### src/rtl/lock_cmd_parser.sv
// ASCII lock command parser: "U<pin>\r" unlock and "L\r" lock frames from the UART
// receiver. Replies with a one-byte status and enforces a lockout after repeated bad PINs.
module lock_cmd_parser #(
  parameter int unsigned          PIN_LEN        = 4,
  parameter logic [8*PIN_LEN-1:0] DEFAULT_PIN    = 32'h31323334,
  parameter int unsigned          MAX_FAILS      = 3,
  parameter int unsigned          UNLOCK_CYCLES  = 12000000,
  parameter int unsigned          LOCKOUT_CYCLES = 120000000,
  parameter int unsigned          TIMEOUT_CYCLES = 12000000
) (
  input  logic       clk,
  input  logic       rstn,
  input  logic       rcv,
  input  logic [7:0] data_rx,
  input  logic       tx_ready,
  output logic       tx_start,
  output logic [7:0] tx_data,
  output logic       unlock,
  output logic       lockout,
  output logic [3:0] fail_cnt
);

  localparam int unsigned UW = $clog2(UNLOCK_CYCLES + 1);
  localparam int unsigned LW = $clog2(LOCKOUT_CYCLES + 1);
  localparam int unsigned TW = $clog2(TIMEOUT_CYCLES + 1);
  localparam int unsigned IW = $clog2(PIN_LEN + 1);

  localparam logic [7:0] CH_U  = 8'h55;
  localparam logic [7:0] CH_L  = 8'h4C;
  localparam logic [7:0] CH_CR = 8'h0D;
  localparam logic [7:0] CH_LF = 8'h0A;
  localparam logic [7:0] RSP_K = 8'h4B;
  localparam logic [7:0] RSP_E = 8'h45;
  localparam logic [7:0] RSP_X = 8'h58;

  typedef enum logic [2:0] {
    S_IDLE,
    S_DIGITS,
    S_EXPECT_CR,
    S_DISCARD,
    S_EVAL,
    S_SEND
  } state_t;

  state_t                 state;
  logic                   cmd_l;
  logic                   fmt_err;
  logic [8*PIN_LEN-1:0]   pin_buf;
  logic [IW-1:0]          idx;
  logic [TW-1:0]          idle_cnt;
  logic [UW-1:0]          unlock_tmr;
  logic [LW-1:0]          lock_tmr;

  logic       is_digit;
  logic       in_frame;
  logic       timed_out;
  logic [3:0] fail_next;

  assign is_digit  = data_rx inside {[8'h30:8'h39]};
  assign in_frame  = state inside {S_DIGITS, S_EXPECT_CR, S_DISCARD};
  assign timed_out = in_frame && !rcv && (idle_cnt == TW'(TIMEOUT_CYCLES - 1));
  assign fail_next = fail_cnt + 4'd1;

  always_ff @(posedge clk or negedge rstn) begin
    if (!rstn) begin
      state      <= S_IDLE;
      cmd_l      <= 1'b0;
      fmt_err    <= 1'b0;
      pin_buf    <= '0;
      idx        <= '0;
      idle_cnt   <= '0;
      unlock_tmr <= '0;
      lock_tmr   <= '0;
      tx_start   <= 1'b0;
      tx_data    <= '0;
      unlock     <= 1'b0;
      lockout    <= 1'b0;
      fail_cnt   <= '0;
    end else begin
      tx_start <= 1'b0;

      // Timers run first so that EVAL assignments below override a same-cycle expiry.
      if (unlock) begin
        if (unlock_tmr == UW'(1)) unlock <= 1'b0;
        unlock_tmr <= unlock_tmr - 1'b1;
      end
      if (lockout) begin
        if (lock_tmr == LW'(1)) begin
          lockout  <= 1'b0;
          fail_cnt <= '0;
        end
        lock_tmr <= lock_tmr - 1'b1;
      end

      if (in_frame) idle_cnt <= rcv ? '0 : idle_cnt + 1'b1;

      if (timed_out) begin
        state    <= S_IDLE;
        pin_buf  <= '0;
        idx      <= '0;
        idle_cnt <= '0;
      end else begin
        case (state)
          S_IDLE: begin
            if (rcv) begin
              idle_cnt <= '0;
              fmt_err  <= 1'b0;
              cmd_l    <= 1'b0;
              idx      <= '0;
              if (data_rx == CH_U) begin
                state <= S_DIGITS;
              end else if (data_rx == CH_L) begin
                cmd_l <= 1'b1;
                state <= S_EXPECT_CR;
              end else if (data_rx != CH_CR && data_rx != CH_LF) begin
                state <= S_DISCARD;
              end
            end
          end
          S_DIGITS: begin
            if (rcv) begin
              if (is_digit) begin
                pin_buf <= (8*PIN_LEN)'({pin_buf, data_rx});
                idx     <= idx + 1'b1;
                if (idx == IW'(PIN_LEN - 1)) state <= S_EXPECT_CR;
              end else if (data_rx == CH_CR) begin
                fmt_err <= 1'b1;
                state   <= S_EVAL;
              end else begin
                state <= S_DISCARD;
              end
            end
          end
          S_EXPECT_CR: begin
            if (rcv) state <= (data_rx == CH_CR) ? S_EVAL : S_DISCARD;
          end
          S_DISCARD: begin
            if (rcv && data_rx == CH_CR) begin
              fmt_err <= 1'b1;
              state   <= S_EVAL;
            end
          end
          S_EVAL: begin
            state   <= S_SEND;
            pin_buf <= '0;
            idx     <= '0;
            if (fmt_err) begin
              tx_data <= RSP_E;
            end else if (cmd_l) begin
              unlock     <= 1'b0;
              unlock_tmr <= '0;
              tx_data    <= RSP_K;
            end else if (lockout) begin
              tx_data <= RSP_X;
            end else if (pin_buf == DEFAULT_PIN) begin
              unlock     <= 1'b1;
              unlock_tmr <= UW'(UNLOCK_CYCLES);
              fail_cnt   <= '0;
              tx_data    <= RSP_K;
            end else begin
              fail_cnt <= fail_next;
              if (fail_next == 4'(MAX_FAILS)) begin
                lockout  <= 1'b1;
                lock_tmr <= LW'(LOCKOUT_CYCLES);
                tx_data  <= RSP_X;
              end else begin
                tx_data <= RSP_E;
              end
            end
          end
          S_SEND: begin
            if (tx_ready) begin
              tx_start <= 1'b1;
              state    <= S_IDLE;
            end
          end
          default: state <= S_IDLE;
        endcase
      end
    end
  end

endmodule

### config.mk
export PLATFORM = sky130hd
export DESIGN_NAME = lock_cmd_parser
export DESIGN_NICKNAME = d
export VERILOG_FILES = /design/src/rtl/lock_cmd_parser.sv
export SDC_FILE = /design/constraint.sdc
export NUM_CORES = 1
export LEC_CHECK = 0
export ABC_CLOCK_PERIOD_IN_PS = 2800
export CAP_MARGIN = 20
export CORE_MARGIN = 3
export CORE_UTILIZATION = 55
export DETAILED_ROUTE_END_ITERATION = 6
export DONT_BUFFER_PORTS = 1
export GPL_ROUTABILITY_DRIVEN = 0
export PLACE_DENSITY_LB_ADDON = 0.08
export SLEW_MARGIN = 15
export SYNTH_ARGS = -nofsm -noshare
export SYNTH_HDL_FRONTEND = slang
export SYNTH_SLANG_ARGS = --single-unit
### constraint.sdc
create_clock -name clk -period 2.8 [get_ports clk]
set_input_delay 0.56 -clock clk [delete_from_list [all_inputs] [get_ports clk]]
set_output_delay 0.56 -clock clk [all_outputs]
set_load 0.02 [all_outputs]
==> results of run 1 <==
[metrics by stage]
stage / utilization / total power (uW) / instance area, sq um / std cells / setup WS [ps]
3_3_place_gp: 0.583 / 3750 / 6440 / 745 / 430
5_1_grt: 0.642 / 6550 / 7080 / 777 / 169
4_1_cts: 0.642 / 6240 / 7080 / 777 / 351
3_5_place_dp: 0.583 / 3800 / 6440 / 745 / 376
6_report: 0.642 / 6190 / 7080 / 777 / 356
2_1_floorplan: - / 3480 / 6310 / 620 / 575
[cells in the final DEF (no fill, tap or decap), types with 17 or more instances in the layout]
| cell type | synthesis | final |
|---|---|---|
| dfrtp_1 | 128 | 128 |
| nor2_1 | 76 | 76 |
| xnor2_1 | 48 | 48 |
| nand2_1 | 47 | 47 |
| nor3_1 | 33 | 32 |
| a22o_1 | 29 | 29 |
| xor2_1 | 21 | 21 |
| nor4_1 | 19 | 19 |
| nand3_1 | 18 | 18 |
| a21oi_1 | 17 | 17 |
| clkbuf_16 | 0 | 17 |
[Yosys cell counts, types with 9 or more instances]
master      n
clkbuf_1   16
nand3_1    18
nor3_1     33
dfrtp_1   128
xnor2_1    48
ha_1        9
nor2_1     76
a21oi_1    17
a22o_1     29
nand2_1    47
nor4_1     19
xor2_1     21
inv_1      10
nand4_1    14
[sequential cells by signal, indices dropped and copies added, names as in the netlist]
name and flops:
unlock 1, tx_start 1, lock_tmr 27, cmd_l 1
fmt_err 1, lockout 1, idx 3, state 3
unlock_tmr 24, fail_cnt 4, tx_data 6, idle_cnt 24
pin_buf 32
[critical path: cells and delay by family, from the launching register on]
kind | cells | cell delay, ps
AOI/OAI and AO/OA | 1 | 220
buffers and inverters | 1 | 220
DFF | 1 | 590
and+or+nand+nor | 4 | 1280
[worst max-delay path by stage]
| stage | from | to |
|---|---|---|
| after floorplan | rcv | pin_buf[10] |
| after global placement | state[0] | pin_buf[2] |
| after detailed placement | state[0] | pin_buf[28] |
| after CTS | state[0] | pin_buf[28] |
| after global routing | state[0] | pin_buf[28] |
| final | state[0] | pin_buf[28] |
[power groups by stage]
stage	registers [uW]	logic, uW	clock network [uW]
4_1_cts	2590	1210	2450
2_1_floorplan	2510	967	0
3_3_place_gp	2590	1160	0
3_5_place_dp	2600	1200	0
5_1_grt	2640	1380	2540
6_report	2580	1200	2410
[logic make-up (layout without fill, tap and decap cells)]
family | after synthesis | in the layout | share of synthesized area
mux | 6 | 6 | 0.0101
fa+ha+maj | 10 | 10 | 0.0195
simple gates | 282 | 282 | 0.236
other cells | 1 | 2 | 0.000595
flops | 128 | 128 | 0.508
xor+xnor | 69 | 69 | 0.0959
buf+inv | 40 | 57 | 0.0318
compound gates | 83 | 83 | 0.0979
[routing by layer]
layer,GRT usage,vias to the layer above
met4,0.0729,0
met3,0.0658,13
met2,0.318,88
met1,0.300,2212
met5,0,-
li1,-,2209
[area by class of cell]
type                            count  area share
Sequential cell                   128       0.452
Multi-Input combinational cell    452       0.411
Clock buffer                       19      0.0611
Clock inverter                     13      0.0299
Tap cell                          140      0.0247
Timing Repair Buffer               15      0.0159
Inverter                           10     0.00530
==> out/metrics.yaml, run 1 <==
logic_synthesis:
  syn_inst: 619
  synth_top_area_cell: "dfrtp_1"
  avgSynthCellArea_sq_um: 10.2
  synth_cell_types: 60
  ys_warn_count: 0
  seq_area_frac_synth: 0.508
  netlist_area_sq_um: 6300
  netlist.area_leader.share: 0.508
  synth-async-reset-ratio: 1.00
  synth_flop_cell: "dfrtp_1"
  ys_ff_latch: 128
  synth_edf_count: 0
  yosys-top-cells-area: "dfrtp_1, xnor2_1, nor2_1"
routing:
  postRouteAntennaNets: 0
  wl_met2_mm: 5.76
  viasPerCell: 5.82
  m1WireLength_mm: 5.97
  wl_met3_um: 607
  drc: 0
  dr_total_vias: 4522
  firstDrtPassIters: 5
  wl_per_cell_um: 16.1
  totalWireLength_mm: 12.5
  highest_layer: "met4"
  initialDrtViolationCount: 291
clock_tree:
  clock-root-buffer: "clkbuf_16"
  postCtsSetupBuffers: 0
  cts_buffers: 17
  cts_resized: 0
  clock-sinks: 128
  clk_latency_ps: 420
  clk_path_buf_depth: 2
  tritoncts: "yes"
  htree_levels: 4
  clkTransAtPathRegs_ps: 60
worst_hold_path:
  holdCritPathClass: "input port to asynchronous set/reset pin"
pwr:
  power_density_nw_per_um2: 874
  p_switching_uw: 1880
  clockPowerShare: 0.389
  p_int_uw: 4300
  worst_ir_drop_vdd_v: 0.000848
  pwr-share-seq: 0.418
  pwr-share-comb: 0.193
  power.leakage_uw: 0.00320
  swShare: 0.304
final_layout:
  fin_nets: 645
  syn_to_final_growth_pct: 12.3
  layout-drive-gt1-share: 0.0895
  diodes: 0
  multiInputGateArea_sq_um: 2910
  register_area_sq_um: 3200
  n_fill_cell: 889
critical_path:
  startpoint_type: "flip-flop"
  crit_fanout: 32
  path_cells: "nor2_2, or4_1, or3_1, and3_1, buf_4, a22o_1"
  crit_arrival_ps: 2750
  worst-r2r-cell-count: 6
  reg2reg_slack_ps: 360
  cp.required_ps: 3100
  r2r-end: "pin_buf[28]"
  cpPeakStageDelay_ps: 590
  worstSetupPathType: "flip-flop to flip-flop"
  end_kind: "flip-flop"
  r2r-start: "state[0]"
  crit_slowest_cell: "dfrtp_1"
sta:
  min_period_ps: 2440
  setup_viol: 0
  hold_violations: 128
  rsz0062_at_grt: "no"
  fin_skew_ps: 6.81
  fin_crit_sh: 0.873
  max_freq_ghz: 0.409
  tightestPinTransition_ps: 586
  drv_slew: 0
  maxSlewHeadroom: 0.608
  tns_ps: 0
  whs_ps: -164
placed_design:
  io_buffer_count: 0
  place_hpwl_mm: 7.99
flow_run:
  drv_cap: 0
die:
  core.rowCount: 38
  initial_utilization: 0.571
  io-pin-count: 27
  die_h_um: 113
  core_sq_um: 11000
  fp.dieW_um: 113
  dieArea_sq_um: 12800
global_routing:
  antenna_found_initial: 0
  grt_first_pass_wirelength_mm: 22.1
  grt_max_degree: 129
  grt-ovfl-total: 0
  grt_pass1_vias: 4486
  grt_usage: 0.214
outcome:
  violations: "negative hold slack"
  outcome: "complete, but fails checks"
(Power assumes the default switching activity.)
==> run 2: changes to the inputs <==
--- a/config.mk
+++ b/config.mk
@@ -13,6 +13,7 @@
 export DONT_BUFFER_PORTS = 1
 export GPL_ROUTABILITY_DRIVEN = 0
 export PLACE_DENSITY_LB_ADDON = 0.08
+export SKIP_LAST_GASP = 1
 export SLEW_MARGIN = 15
 export SYNTH_ARGS = -nofsm -noshare
 export SYNTH_HDL_FRONTEND = slang
==> results of run 2 <==
Same layout as run 1: the final DEF is identical, and so are final timing and power.
